File: src/rtl/cla_pkg.sv
// Shared constants, state type and sizing helpers
// for the serial carry-lookahead adder.
package cla_pkg;

  localparam int SLICE_W = 4;

  typedef enum logic [1:0] {
    IDLE = 2'd0,
    RUN  = 2'd1,
    DONE = 2'd2
  } state_t;

  function automatic int nslice(input int width);
    return width / SLICE_W;
  endfunction

  function automatic int cnt_w(input int n);
    return (n > 1) ? $clog2(n) : 1;
  endfunction

endpackage

File: src/rtl/cla_slice_4bit.sv
// Combinational 4-bit carry-lookahead slice with
// group propagate/generate outputs.
module cla_slice_4bit (
  input  logic [3:0] a,
  input  logic [3:0] b,
  input  logic       c_in,
  output logic [3:0] s,
  output logic       c_out,
  output logic       p_grp,
  output logic       g_grp
);

  logic [3:0] p;
  logic [3:0] g;
  logic [3:0] c;

  // Per-bit propagate/generate and lookahead carries.
  always_comb begin
    p = a ^ b;
    g = a & b;
    c[0] = c_in;
    c[1] = g[0] | (p[0] & c_in);
    c[2] = g[1] | (p[1] & g[0])
         | (p[1] & p[0] & c_in);
    c[3] = g[2] | (p[2] & g[1])
         | (p[2] & p[1] & g[0])
         | (p[2] & p[1] & p[0] & c_in);
    p_grp = &p;
    g_grp = g[3] | (p[3] & g[2])
          | (p[3] & p[2] & g[1])
          | (p[3] & p[2] & p[1] & g[0]);
    c_out = g_grp | (p_grp & c_in);
    s = p ^ c;
  end

endmodule

File: src/rtl/cla_serial_adder.sv
// WIDTH-bit adder that streams one nibble per clock
// through a single lookahead slice, LSB first.
module cla_serial_adder
  import cla_pkg::*;
#(
  parameter int WIDTH = 16
) (
  input  logic             clk,
  input  logic             rst,
  input  logic             in_valid,
  output logic             in_ready,
  input  logic [WIDTH-1:0] a,
  input  logic [WIDTH-1:0] b,
  input  logic             c_in,
  output logic             out_valid,
  input  logic             out_ready,
  output logic [WIDTH-1:0] sum,
  output logic             c_out,
  output logic             overflow,
  output logic             pg_all
);

  localparam int NSLICE = nslice(WIDTH);
  localparam int CW = cnt_w(NSLICE);
  localparam logic [CW-1:0] LAST = CW'(NSLICE - 1);

  state_t state;
  logic [CW-1:0] cnt;
  logic cr;
  logic pg_acc;

  logic [NSLICE-1:0][SLICE_W-1:0] a_q;
  logic [NSLICE-1:0][SLICE_W-1:0] b_q;
  logic [NSLICE-1:0][SLICE_W-1:0] sum_q;

  logic [SLICE_W-1:0] sl_a;
  logic [SLICE_W-1:0] sl_b;
  logic [SLICE_W-1:0] sl_s;
  logic sl_co;
  logic sl_p;
  logic sl_g;
  logic a_msb;
  logic b_msb;

  // Select the nibble pair addressed by cnt.
  always_comb begin
    sl_a = a_q[cnt];
    sl_b = b_q[cnt];
    a_msb = a_q[NSLICE-1][SLICE_W-1];
    b_msb = b_q[NSLICE-1][SLICE_W-1];
  end

  cla_slice_4bit u_slice (
    .a     (sl_a),
    .b     (sl_b),
    .c_in  (cr),
    .s     (sl_s),
    .c_out (sl_co),
    .p_grp (sl_p),
    .g_grp (sl_g)
  );

  // Operands are only taken while idle and out of reset.
  always_comb begin
    in_ready = (state == IDLE) && !rst;
  end

  assign sum = sum_q;

  // Sequencer: latch, walk the slices, then hold result.
  always_ff @(posedge clk) begin
    if (rst) begin
      state     <= IDLE;
      cnt       <= '0;
      cr        <= 1'b0;
      pg_acc    <= 1'b0;
      a_q       <= '0;
      b_q       <= '0;
      sum_q     <= '0;
      out_valid <= 1'b0;
      c_out     <= 1'b0;
      overflow  <= 1'b0;
      pg_all    <= 1'b0;
    end else begin
      unique case (state)
        IDLE: begin
          if (in_valid) begin
            a_q    <= a;
            b_q    <= b;
            cnt    <= '0;
            cr     <= c_in;
            pg_acc <= 1'b1;
            state  <= RUN;
          end
        end
        RUN: begin
          sum_q[cnt] <= sl_s;
          cr         <= sl_co;
          pg_acc     <= pg_acc & sl_p;
          if (cnt == LAST) begin
            cnt       <= '0;
            state     <= DONE;
            out_valid <= 1'b1;
            c_out     <= sl_co;
            pg_all    <= pg_acc & sl_p;
            overflow  <= (a_msb == b_msb)
                      && (sl_s[SLICE_W-1] != a_msb);
          end else begin
            cnt <= cnt + 1'b1;
          end
        end
        DONE: begin
          if (out_ready) begin
            state     <= IDLE;
            out_valid <= 1'b0;
          end
        end
        default: state <= IDLE;
      endcase
    end
  end

  logic unused_g;
  assign unused_g = sl_g;

endmodule

File: config.mk
export PLATFORM = sky130hd
export DESIGN_NAME = cla_serial_adder
export DESIGN_NICKNAME = d
export VERILOG_FILES = /design/src/rtl/cla_pkg.sv /design/src/rtl/cla_slice_4bit.sv /design/src/rtl/cla_serial_adder.sv
export SDC_FILE = /design/constraint.sdc
export NUM_CORES = 1
export LEC_CHECK = 0
export BUFFER_PORTS_ARGS = -buffer_cell sky130_fd_sc_hd__buf_4
export CORE_MARGIN = 2
export CORE_UTILIZATION = 53
export DETAILED_ROUTE_END_ITERATION = 6
export HOLD_SLACK_MARGIN = 0.02
export PLACE_DENSITY_LB_ADDON = 0.3
export RECOVER_POWER = 100
export SLEW_MARGIN = 40
export SYNTH_ARGS = -nofsm -noshare
export SYNTH_HDL_FRONTEND = slang
export SYNTH_SLANG_ARGS = --single-unit
export TNS_END_PERCENT = 10
File: constraint.sdc
create_clock -name clk -period 3.6 [get_ports clk]
set_clock_uncertainty 0.05 [all_clocks]
set_input_delay 0.18 -clock clk [delete_from_list [all_inputs] [get_ports clk]]
set_output_delay 0.18 -clock clk [all_outputs]
set_load 0.02 [all_outputs]
# Word level (Yosys, flattened, before mapping)
# Index checks and enable logic that the tools add are counted.
# totals
word_cells	94
regBits	58
out_inout_bits	21
in_bits	37
# classes
n_eq_ne	8
mux	21
n_lt_le_gt_ge	2
reduce_logical	13
addsub	1
n_bitwise	29
# op_table
operator	count
1-bit bitwise AND	16
4-bit binary-select mux with 2-bit select	2
16-bit bitwise mux	1
4-bit two-way mux	3
2-bit two-way mux	5
1-bit bitwise OR	10
4-bit demux with 2-bit select	1
4-bit XOR	2
2-bit != test (second input constant)	3
1-bit one-hot mux with 2 select lines	3
2-bit one-hot mux with 3 select lines	1
2-bit AND reduction	3
3-bit AND reduction	2
4-bit bitwise AND	1
2-bit == test (second input constant)	2
1-bit two-way mux	4
2-bit one-hot mux with 2 select lines	1
4-bit AND reduction	1
2-bit nonzero test	2
1-bit logical AND	3
2-bit by 3-bit < comparator with 1-bit output (second input constant)	1
2-bit by 1-bit adder with 2-bit output (second input constant)	1
2-bit by 1-bit == test with 1-bit output (second input constant)	1
2-bit by 1-bit greater-or-equal comparator with 1-bit output (second input constant)	1
4 further kinds	4

# Logic depth before layout (Yosys ltp)
# Gate-level depths: netlist of the first run.
# depth
depth_word	10
mapped_depth	7
depth_no_buf	6

# Modules after synthesis
# A second synthesis of the first run with hierarchy kept.
# hier_totals
cells_unflattened	293
area_unflattened_um2	2612.5
# modules_own_cells
mod	area_per_inst_um2	seq_area_each_um2	instances	cells_per_inst
cla_serial_adder	2418.6	1161.1	1	271
cla_slice_4bit	193.9	0.0	1	22

# Worst setup path after synthesis of the first run
# OpenSTA, ideal clock, no wires.
# synth_path
path_type	register -> register
start	register cnt[0]
end	register overflow
path_stages_with_launch	8
setup_ps	88
n_path_buf	1
setup_slack_ps	1024
t_arrival_ps	2438
synth_period_minus_slack_ps	2576
required_time_ps	3462
cell_sequence	dfxtp_1 -> buf_2 -> mux4_2 -> ha_1 -> a21o_1 -> a311o_1 -> a21o_1 -> a311oi_2
# synth_between
elab_chain_cells	10
word_cells_on_any_way	19
cone_classes	2 x eq/ne; 4 x mux; 11 x bitwise; 2 x reduce/logical
# synth_rtl
element	line_no	source
start: declaration	cla_serial_adder.sv:28	logic [CW-1:0] cnt;
start signal: assignment	cla_serial_adder.sv:109	cnt <= cnt + 1'b1;
4-bit binary-select mux with 2-bit select (on tied branches)	cla_serial_adder.sv:47, cla_serial_adder.sv:48	
4-bit two-way mux (on tied branches)	cla_serial_adder.sv:47, cla_serial_adder.sv:48	
4-bit XOR or 4-bit bitwise AND (tied branches)	cla_slice_4bit.sv:19, cla_slice_4bit.sv:20	
1-bit bitwise AND (on tied branches)	cla_slice_4bit.sv:25, cla_slice_4bit.sv:26, cla_slice_4bit.sv:27	
1-bit bitwise OR (tied with other cells)	cla_slice_4bit.sv:25	c[3] = g[2] | (p[2] & g[1])
1-bit bitwise OR or 1-bit bitwise AND (tied branches)	cla_slice_4bit.sv:26, cla_slice_4bit.sv:27	
1-bit bitwise OR	cla_slice_4bit.sv:27	| (p[2] & p[1] & p[0] & c_in);
4-bit XOR	cla_slice_4bit.sv:33	s = p ^ c;
1-bit != test	cla_serial_adder.sv:107	&& (sl_s[SLICE_W-1] != a_msb);
1-bit logical AND	cla_serial_adder.sv:107	
end signal: assignment	cla_serial_adder.sv:106	overflow <= (a_msb == b_msb)
end: declaration	cla_serial_adder.sv:19	output logic overflow,
# Parallel ways exist; a longest one is shown, timed or not. The select of a mux whose other input is x is not followed.
# A chain may end at the register's enable or synchronous reset.

# Worst setup path in the final report of the first run
# Ends and elaborated chain as after synthesis.

==> flow_summary.json, run 1 <==
{
  "run_status": "finished, violations left",
  "failed_checks": "max-capacitance violations, max-slew violations",
  "synth_area_leader_cell": "sky130_fd_sc_hd__dfxtp_1",
  "design_power_total_mw": 1.58,
  "detail_route.iter0.violations": 104,
  "grt_antenna_before_repair": 0,
  "cts_hold_repair.buffers": 0,
  "post_synth_main_area_contributors": "sky130_fd_sc_hd__dfxtp_1 (46%), sky130_fd_sc_hd__nand2_1 (14%), sky130_fd_sc_hd__a21oi_1 (9.8%)",
  "antenna_cells": 0,
  "insertion_delay_ps": 340,
  "critPathMaxFanout": 13,
  "worst_ep_required_time_ps": 3800,
  "n_fill_cell": 368,
  "gpl_congestion": 0.868,
  "worstSetupStartpointType": "register",
  "mappedNetlistNets": 344,
  "layout.area.seq_sq_um": 1160,
  "totalWireLength_um": 5720,
  "critical-path-max-stage-delay_ps": 740,
  "std_cell_rows": 24,
  "detail_routed_via_count_per_cell": 5.56,
  "post_route_cells_drive_above_1_share_pct": 18.4,
  "critPathKind": "register to register",
  "timing.setup.tns_ps": 0,
  "fp.dieW_um": 72.7,
  "worst_r2r_startpoint": "cnt[0]$_SDFFE_PP0P_",
  "syn_area_per_cell_sq_um": 8.39,
  "post_synthesis_cell_area_sq_um": 2500,
  "vdd_ir_drop_max_mv": 0.281,
  "synthesis.instances": 298,
  "clockRootBuffer": "sky130_fd_sc_hd__clkbuf_8",
  "global_route.usage.total_pct": 23.4,
  "timing.slew.headroom_pct": -4.22,
  "total_leakage_power_nw": 1.21,
  "port_buffers": 57,
  "min_period_ps": 3040,
  "pin_count_of_the_biggest_net_entering_global_routing": 60,
  "ordered_cell_list_for_the_critical_path": "mux4_2 -> ha_1 -> and3_1 -> a22oi_1 -> nand3_1 -> a311oi_2",
  "cts_tree": "done",
  "post-cts-setup-buffer-count": 0,
  "seq_area_frac_synth_pct": 46.4,
  "maxClockFrequency_ghz": 0.329,
  "power_density_nw_per_um2": 514,
  "cts-root-to-sink-buffers": 2,
  "yosysTopAreaCellShare_pct": 46.4,
  "worstHoldStart": "b[4]",
  "post_cts.resized_instances": 0,
  "ff2ff_setup_slack_ps": 560,
  "synth_cell_type_count": 29,
  "floorplan.initialDensity_pct": 56.3,
  "hold_class": "input pin to register",
  "arrival_ps": 3240,
  "synth.most_common_cell": "sky130_fd_sc_hd__nand2_1",
  "number_of_h_tree_levels": 3,
  "boundaryPins": 58,
  "synth_commonest_cells": "sky130_fd_sc_hd__nand2_1 (91), sky130_fd_sc_hd__dfxtp_1 (58), sky130_fd_sc_hd__a21oi_1 (49)",
  "avgRoutedWirePerCell_um": 14.1,
  "hold_worst_path_end": "b_q[4]$_SDFFE_PP0P_",
  "async_reset_ff_share_pct": 0,
  "numCtsBuffers": 9,
  "synth_ff_type": "sky130_fd_sc_hd__dfxtp_1",
  "grt_pass1_wl_um": 9400,
  "design.die.area_sq_um": 5280,
  "areaGrowthSynthToFinish_pct": 22.9,
  "setup_repair_after_global_routing_missed_its_margin": "no",
  "final_net_count": 394,
  "clock_sinks": 58,
  "clk_pin_slew_ps": 70,
  "antenna_violating_nets_post_route": 0,
  "overflow": 0,
  "dp_hpwl_um": 3790,
  "timing.final.setup_violations": 0,
  "multiInputGateArea_sq_um": 1240,
  "drt_drc_violations_left": 0,
  "min_delay_path_depth": 3,
  "reg2reg_to": "overflow$_SDFFE_PP0P_",
  "master_of_the_slowest_instance_on_the_critical_path": "sky130_fd_sc_hd__dfxtp_1",
  "finalCritPeriodShare_pct": 84.5,
  "tightest_slew_ps": 1560,
  "crit_path_end_kind": "register",
  "reg2reg_depth": 6,
  "hold_viol_final": 0,
  "number_of_global_route_vias_before_repair": 2134,
  "ys_warn_count": 0,
  "vias": 2251,
  "synth_seq_cells": 58,
  "fp.dieH_um": 72.7,
  "number_of_synthesized_flops_with_an_enable_pin": 0,
  "core_region_area_sq_um": 4440,
  "max_cap_violations": 1,
  "firstDrtPassIters": 4,
  "maxSlewViolCount": 36
}
layout by cell type, fill, tap and decap left out, types with 2 or more instances in the layout:
master	n
sky130_fd_sc_hd__ha_1	8
sky130_fd_sc_hd__bufinv_16	2
sky130_fd_sc_hd__a31oi_1	2
sky130_fd_sc_hd__inv_1	6
sky130_fd_sc_hd__a21oi_1	49
sky130_fd_sc_hd__buf_4	36
sky130_fd_sc_hd__clkbuf_1	21
sky130_fd_sc_hd__a21o_1	4
sky130_fd_sc_hd__a211o_2	2
sky130_fd_sc_hd__nor2_1	16
sky130_fd_sc_hd__dfxtp_1	58
sky130_fd_sc_hd__nand2_1	90
sky130_fd_sc_hd__a211oi_1	4
sky130_fd_sc_hd__clkbuf_8	12
sky130_fd_sc_hd__and2_1	4
sky130_fd_sc_hd__nand3_1	11
sky130_fd_sc_hd__nor3_1	4
sky130_fd_sc_hd__mux4_2	8
sky130_fd_sc_hd__nand2b_1	2
cell families (layout without fill, tap and decap cells):
logic type	count (synthesis)	after routing	share of synthesized area (%)
compound gates	66	66	15.7
flops	58	58	46.4
mux	8	8	7.20
buf+inv	24	79	3.95
fa+ha+maj	9	9	4.80
xor+xnor	1	1	0.350
simple gates	132	132	21.6
worst max-delay path by stage:
stage	cells past startpoint	endpoint	from	slack, ps
2_1_floorplan	7	overflow$_SDFFE_PP0P_	cnt[0]$_SDFFE_PP0P_	1020
3_3_place_gp	6	overflow$_SDFFE_PP0P_	cnt[0]$_SDFFE_PP0P_	770
3_5_place_dp	6	overflow$_SDFFE_PP0P_	cnt[0]$_SDFFE_PP0P_	680
4_1_cts	6	overflow$_SDFFE_PP0P_	cnt[0]$_SDFFE_PP0P_	670
5_1_grt	6	overflow$_SDFFE_PP0P_	cnt[0]$_SDFFE_PP0P_	330
6_report	6	overflow$_SDFFE_PP0P_	cnt[0]$_SDFFE_PP0P_	560
critical path: cells and delay by family (launching register included):
kind | cells | cell delay, ps
AOI/OAI and AO/OA | 2 | 780
adders and majority gates | 1 | 380
DFF | 1 | 740
muxes | 1 | 620
and+or+nand+nor | 2 | 380
metrics by stage:
| stage | setup slack [ps] | hold slack, ps | utilization (%) | cells | area (sq um) |
|---|---|---|---|---|---|
| final | 558 | 35.2 | 69.2 | 405 | 3070 |
| after global routing | 332 | 41.9 | 69.2 | 405 | 3070 |
| after CTS | 670 | 31.8 | 71.1 | 405 | 3160 |
| after detailed placement | 678 | 386 | 65.7 | 389 | 2920 |
| after global placement | 772 | 379 | 65.7 | 389 | 2920 |
| after floorplan | 1020 | 266 | - | 298 | 2500 |
area by class of cell:
class | count | area share (%)
well taps | 52 | 2.12
clock inverters | 4 | 2.36
repair buffers | 57 | 11.4
multi-input cells | 216 | 40.3
clock buffers | 12 | 5.37
inverters | 6 | 0.733
flip-flops and latches | 58 | 37.8
per-layer routing:
layer | GRT usage (%) | vias up | wire length, um
met2 | 37.5 | 81 | 2800
met4 | 14.8 | 0 | 131
met5 | 0 | - | 0
li1 | - | 1110 | -
met1 | 28.3 | 1049 | 2380
met3 | 5.52 | 11 | 406
report_power, final:
part           leakage, nW  internal [mW]  switching, mW  total, mW
combinational        0.614         0.0808          0.103      0.184
sequential           0.474          0.673         0.0251      0.698
clock                0.119          0.445          0.254      0.698
sequential cells by signal (all words and copies together), names as in the netlist, 2 cells and up:
name / cells
sum: 16
state: 2
b_q: 15
a_q: 15
cnt: 2
Note: power is estimated with default switching activity, not from simulation.
==> inputs of run 2 (changes only) <==
==> constraint.sdc (replaced) <==
create_clock -name clk -period 2.9 [get_ports clk]
set_clock_uncertainty 0.05 [all_clocks]
set_input_delay 0.145 -clock clk [delete_from_list [all_inputs] [get_ports clk]]
set_output_delay 0.145 -clock clk [all_outputs]
set_load 0.02 [all_outputs]
==> flow_summary.json, run 2 (synthesis results as in run 1) <==
{
  "run_status": "finished clean",
  "final_net_count": 429,
  "switching_power_mw": 0.468,
  "largest_register_ffs": 16,
  "numCtsBuffers": 9,
  "clk_pin_slew_ps": 60,
  "drt_drc_violations_left": 0,
  "setup_repair_after_global_routing_missed_its_margin": "no",
  "dp_hpwl_um": 3950,
  "critical_path_buf_inv_count": 0,
  "timing.critical_path.max_delay_family": "compound AO/OA/AOI/OAI gates",
  "cts-root-to-sink-buffers": 2,
  "worst_hold_slack_across_all_endpoints_ps": 49.0,
  "total_leakage_power_nw": 1.33,
  "antenna_violating_nets_post_route": 0,
  "detail_routed_via_count_per_cell": 5.44,
  "std_cell_rows": 24,
  "totalWireLength_um": 6170,
  "global_route.usage.total_pct": 25.7,
  "tightest_slew_ps": 1160,
  "cts_tree": "done",
  "design.die.area_sq_um": 5280,
  "grt_antenna_before_repair": 0,
  "maxClockFrequency_ghz": 0.365,
  "multiInputGateArea_sq_um": 1240,
  "n_fill_cell": 345,
  "arrival_ps": 2940,
  "post-cts-setup-buffer-count": 0,
  "overflow": 0,
  "firstDrtPassIters": 4,
  "timing.setup.tns_ps": 0,
  "grt_pass1_wl_um": 10300,
  "avgRoutedWirePerCell_um": 14.0,
  "port_buffers": 57,
  "ordered_cell_list_for_the_critical_path": "mux4_2 -> ha_1 -> a21o_1 -> a311o_1 -> a21o_1 -> a311oi_2",
  "power_density_nw_per_um2": 532,
  "power.combinational.fraction_pct": 15.3,
  "critPathKind": "register to register",
  "clockRootBuffer": "sky130_fd_sc_hd__clkbuf_8",
  "number_of_h_tree_levels": 3,
  "layout.area.seq_sq_um": 1160,
  "worstSetupStartpointType": "register",
  "detail_route.iter0.violations": 179,
  "floorplan.initialDensity_pct": 56.3,
  "crit_path_end_kind": "register",
  "cell_internal_power_mw": 1.31,
  "pin_count_of_the_biggest_net_entering_global_routing": 60,
  "min_period_ps": 2740,
  "number_of_global_route_vias_before_repair": 2249,
  "sequentialPowerShare_pct": 48.5,
  "worst_ep_required_time_ps": 3100,
  "max_cap_violations": 0,
  "timing.critical_path.mode_cell": "sky130_fd_sc_hd__a21o_1",
  "most_common_library_cell_in_the_layout_ignoring_fill_and_taps": "sky130_fd_sc_hd__nand2_1",
  "critical-path-max-stage-delay_ps": 590,
  "fp.dieW_um": 72.7,
  "clock_sinks": 58,
  "fp.dieH_um": 72.7,
  "timing.slew.headroom_pct": 22.6,
  "vias": 2386,
  "insertion_delay_ps": 340,
  "areaGrowthSynthToFinish_pct": 33.8,
  "vdd_ir_drop_max_mv": 0.369,
  "hold_class": "input pin to register",
  "master_of_the_slowest_instance_on_the_critical_path": "sky130_fd_sc_hd__mux4_2",
  "boundaryPins": 58,
  "gpl_congestion": 0.902,
  "timing.final.setup_violations": 0,
  "core_region_area_sq_um": 4440,
  "critPathMaxFanout": 8,
  "hold_viol_final": 0,
  "post_route_cells_drive_above_1_share_pct": 17.3,
  "switching_share_pct": 26.3,
  "most-common-layout-cells": "sky130_fd_sc_hd__nand2_1 (91), sky130_fd_sc_hd__dfxtp_1 (57), sky130_fd_sc_hd__a21oi_1 (49)",
  "finalCritPeriodShare_pct": 94.4,
  "maxSlewViolCount": 0,
  "antenna_cells": 0,
  "clkPwrFrac_pct": 36.2
}
[run 2: changes by cell type in the layout (fill, tap and decap cells not counted), sizes merged]
cell,before,now
buf,36,39
clkinv,1,3
dlygate4sd3,0,31
bufinv,2,0
clkinvlp,1,0
clkbuf,33,34
[run 2: metal layers]
metal | vias up | track usage (%) | wire (um)
met4 | 0 | 8.44 | 101
met2 | 73 | 42.0 | 3050
met5 | - | 0 | 0
li1 | 1181 | - | -
met3 | 10 | 8.84 | 396
met1 | 1122 | 31.8 | 2620
[run 2: path summary, 6_finish.rpt]
kind	from	endpoint	slack [ps]	cells after the start
setup reg to reg	cnt[1]$_SDFFE_PP0P_	overflow$_SDFFE_PP0P_	160	6
setup / recovery	cnt[1]$_SDFFE_PP0P_	overflow$_SDFFE_PP0P_	160	6
hold / removal	b[13]	b_q[13]$_SDFFE_PP0P_	50	3
hold reg to reg	b_q[13]$_SDFFE_PP0P_	b_q[13]$_SDFFE_PP0P_	410	2
[run 2: metrics by stage]
stage               util (%)  cells  power (mW)  area (sq um)  setup slack [ps]
detailed placement      66.3    393        1.12          2950               126
CTS                     77.1    439        1.79          3430               108
global route            75.3    439        1.85          3350              50.4
floorplan                  -    298        1.03          2500               324
global placement        66.3    393        1.11          2950               253
finish                  75.3    439        1.78          3350               163
[run 2: power groups by stage]
stage / registers (mW) / clock network [mW] / logic [mW]
6_report: 0.864 / 0.645 / 0.273
5_1_grt: 0.868 / 0.684 / 0.300
4_1_cts: 0.863 / 0.652 / 0.273
3_5_place_dp: 0.880 / 0 / 0.240
3_3_place_gp: 0.880 / 0 / 0.233
2_1_floorplan: 0.876 / 0 / 0.155
[run 2: worst min-delay path, stage by stage]
cell and delay [ps]:
sky130_fd_sc_hd__buf_4 110, sky130_fd_sc_hd__nand2_1 70, sky130_fd_sc_hd__a21oi_1 60
[run 2: final cells by class]
class	instances	area share, %
timing repair buffer	92	20.5
clock inverter	3	0.449
tap	52	1.94
multi-input combinational	216	37.1
inverter	6	0.673
sequential	58	34.7
clock buffer	12	4.64
[run 2: timing repair]
| action | 4_1_cts | 5_1_grt |
|---|---|---|
| hold buffers | 31 | 0 |
| resized for setup | 0 | 1 |
| endpoints found under the hold margin | 31 | 0 |
| setup endpoints to repair | 0 | 1 |
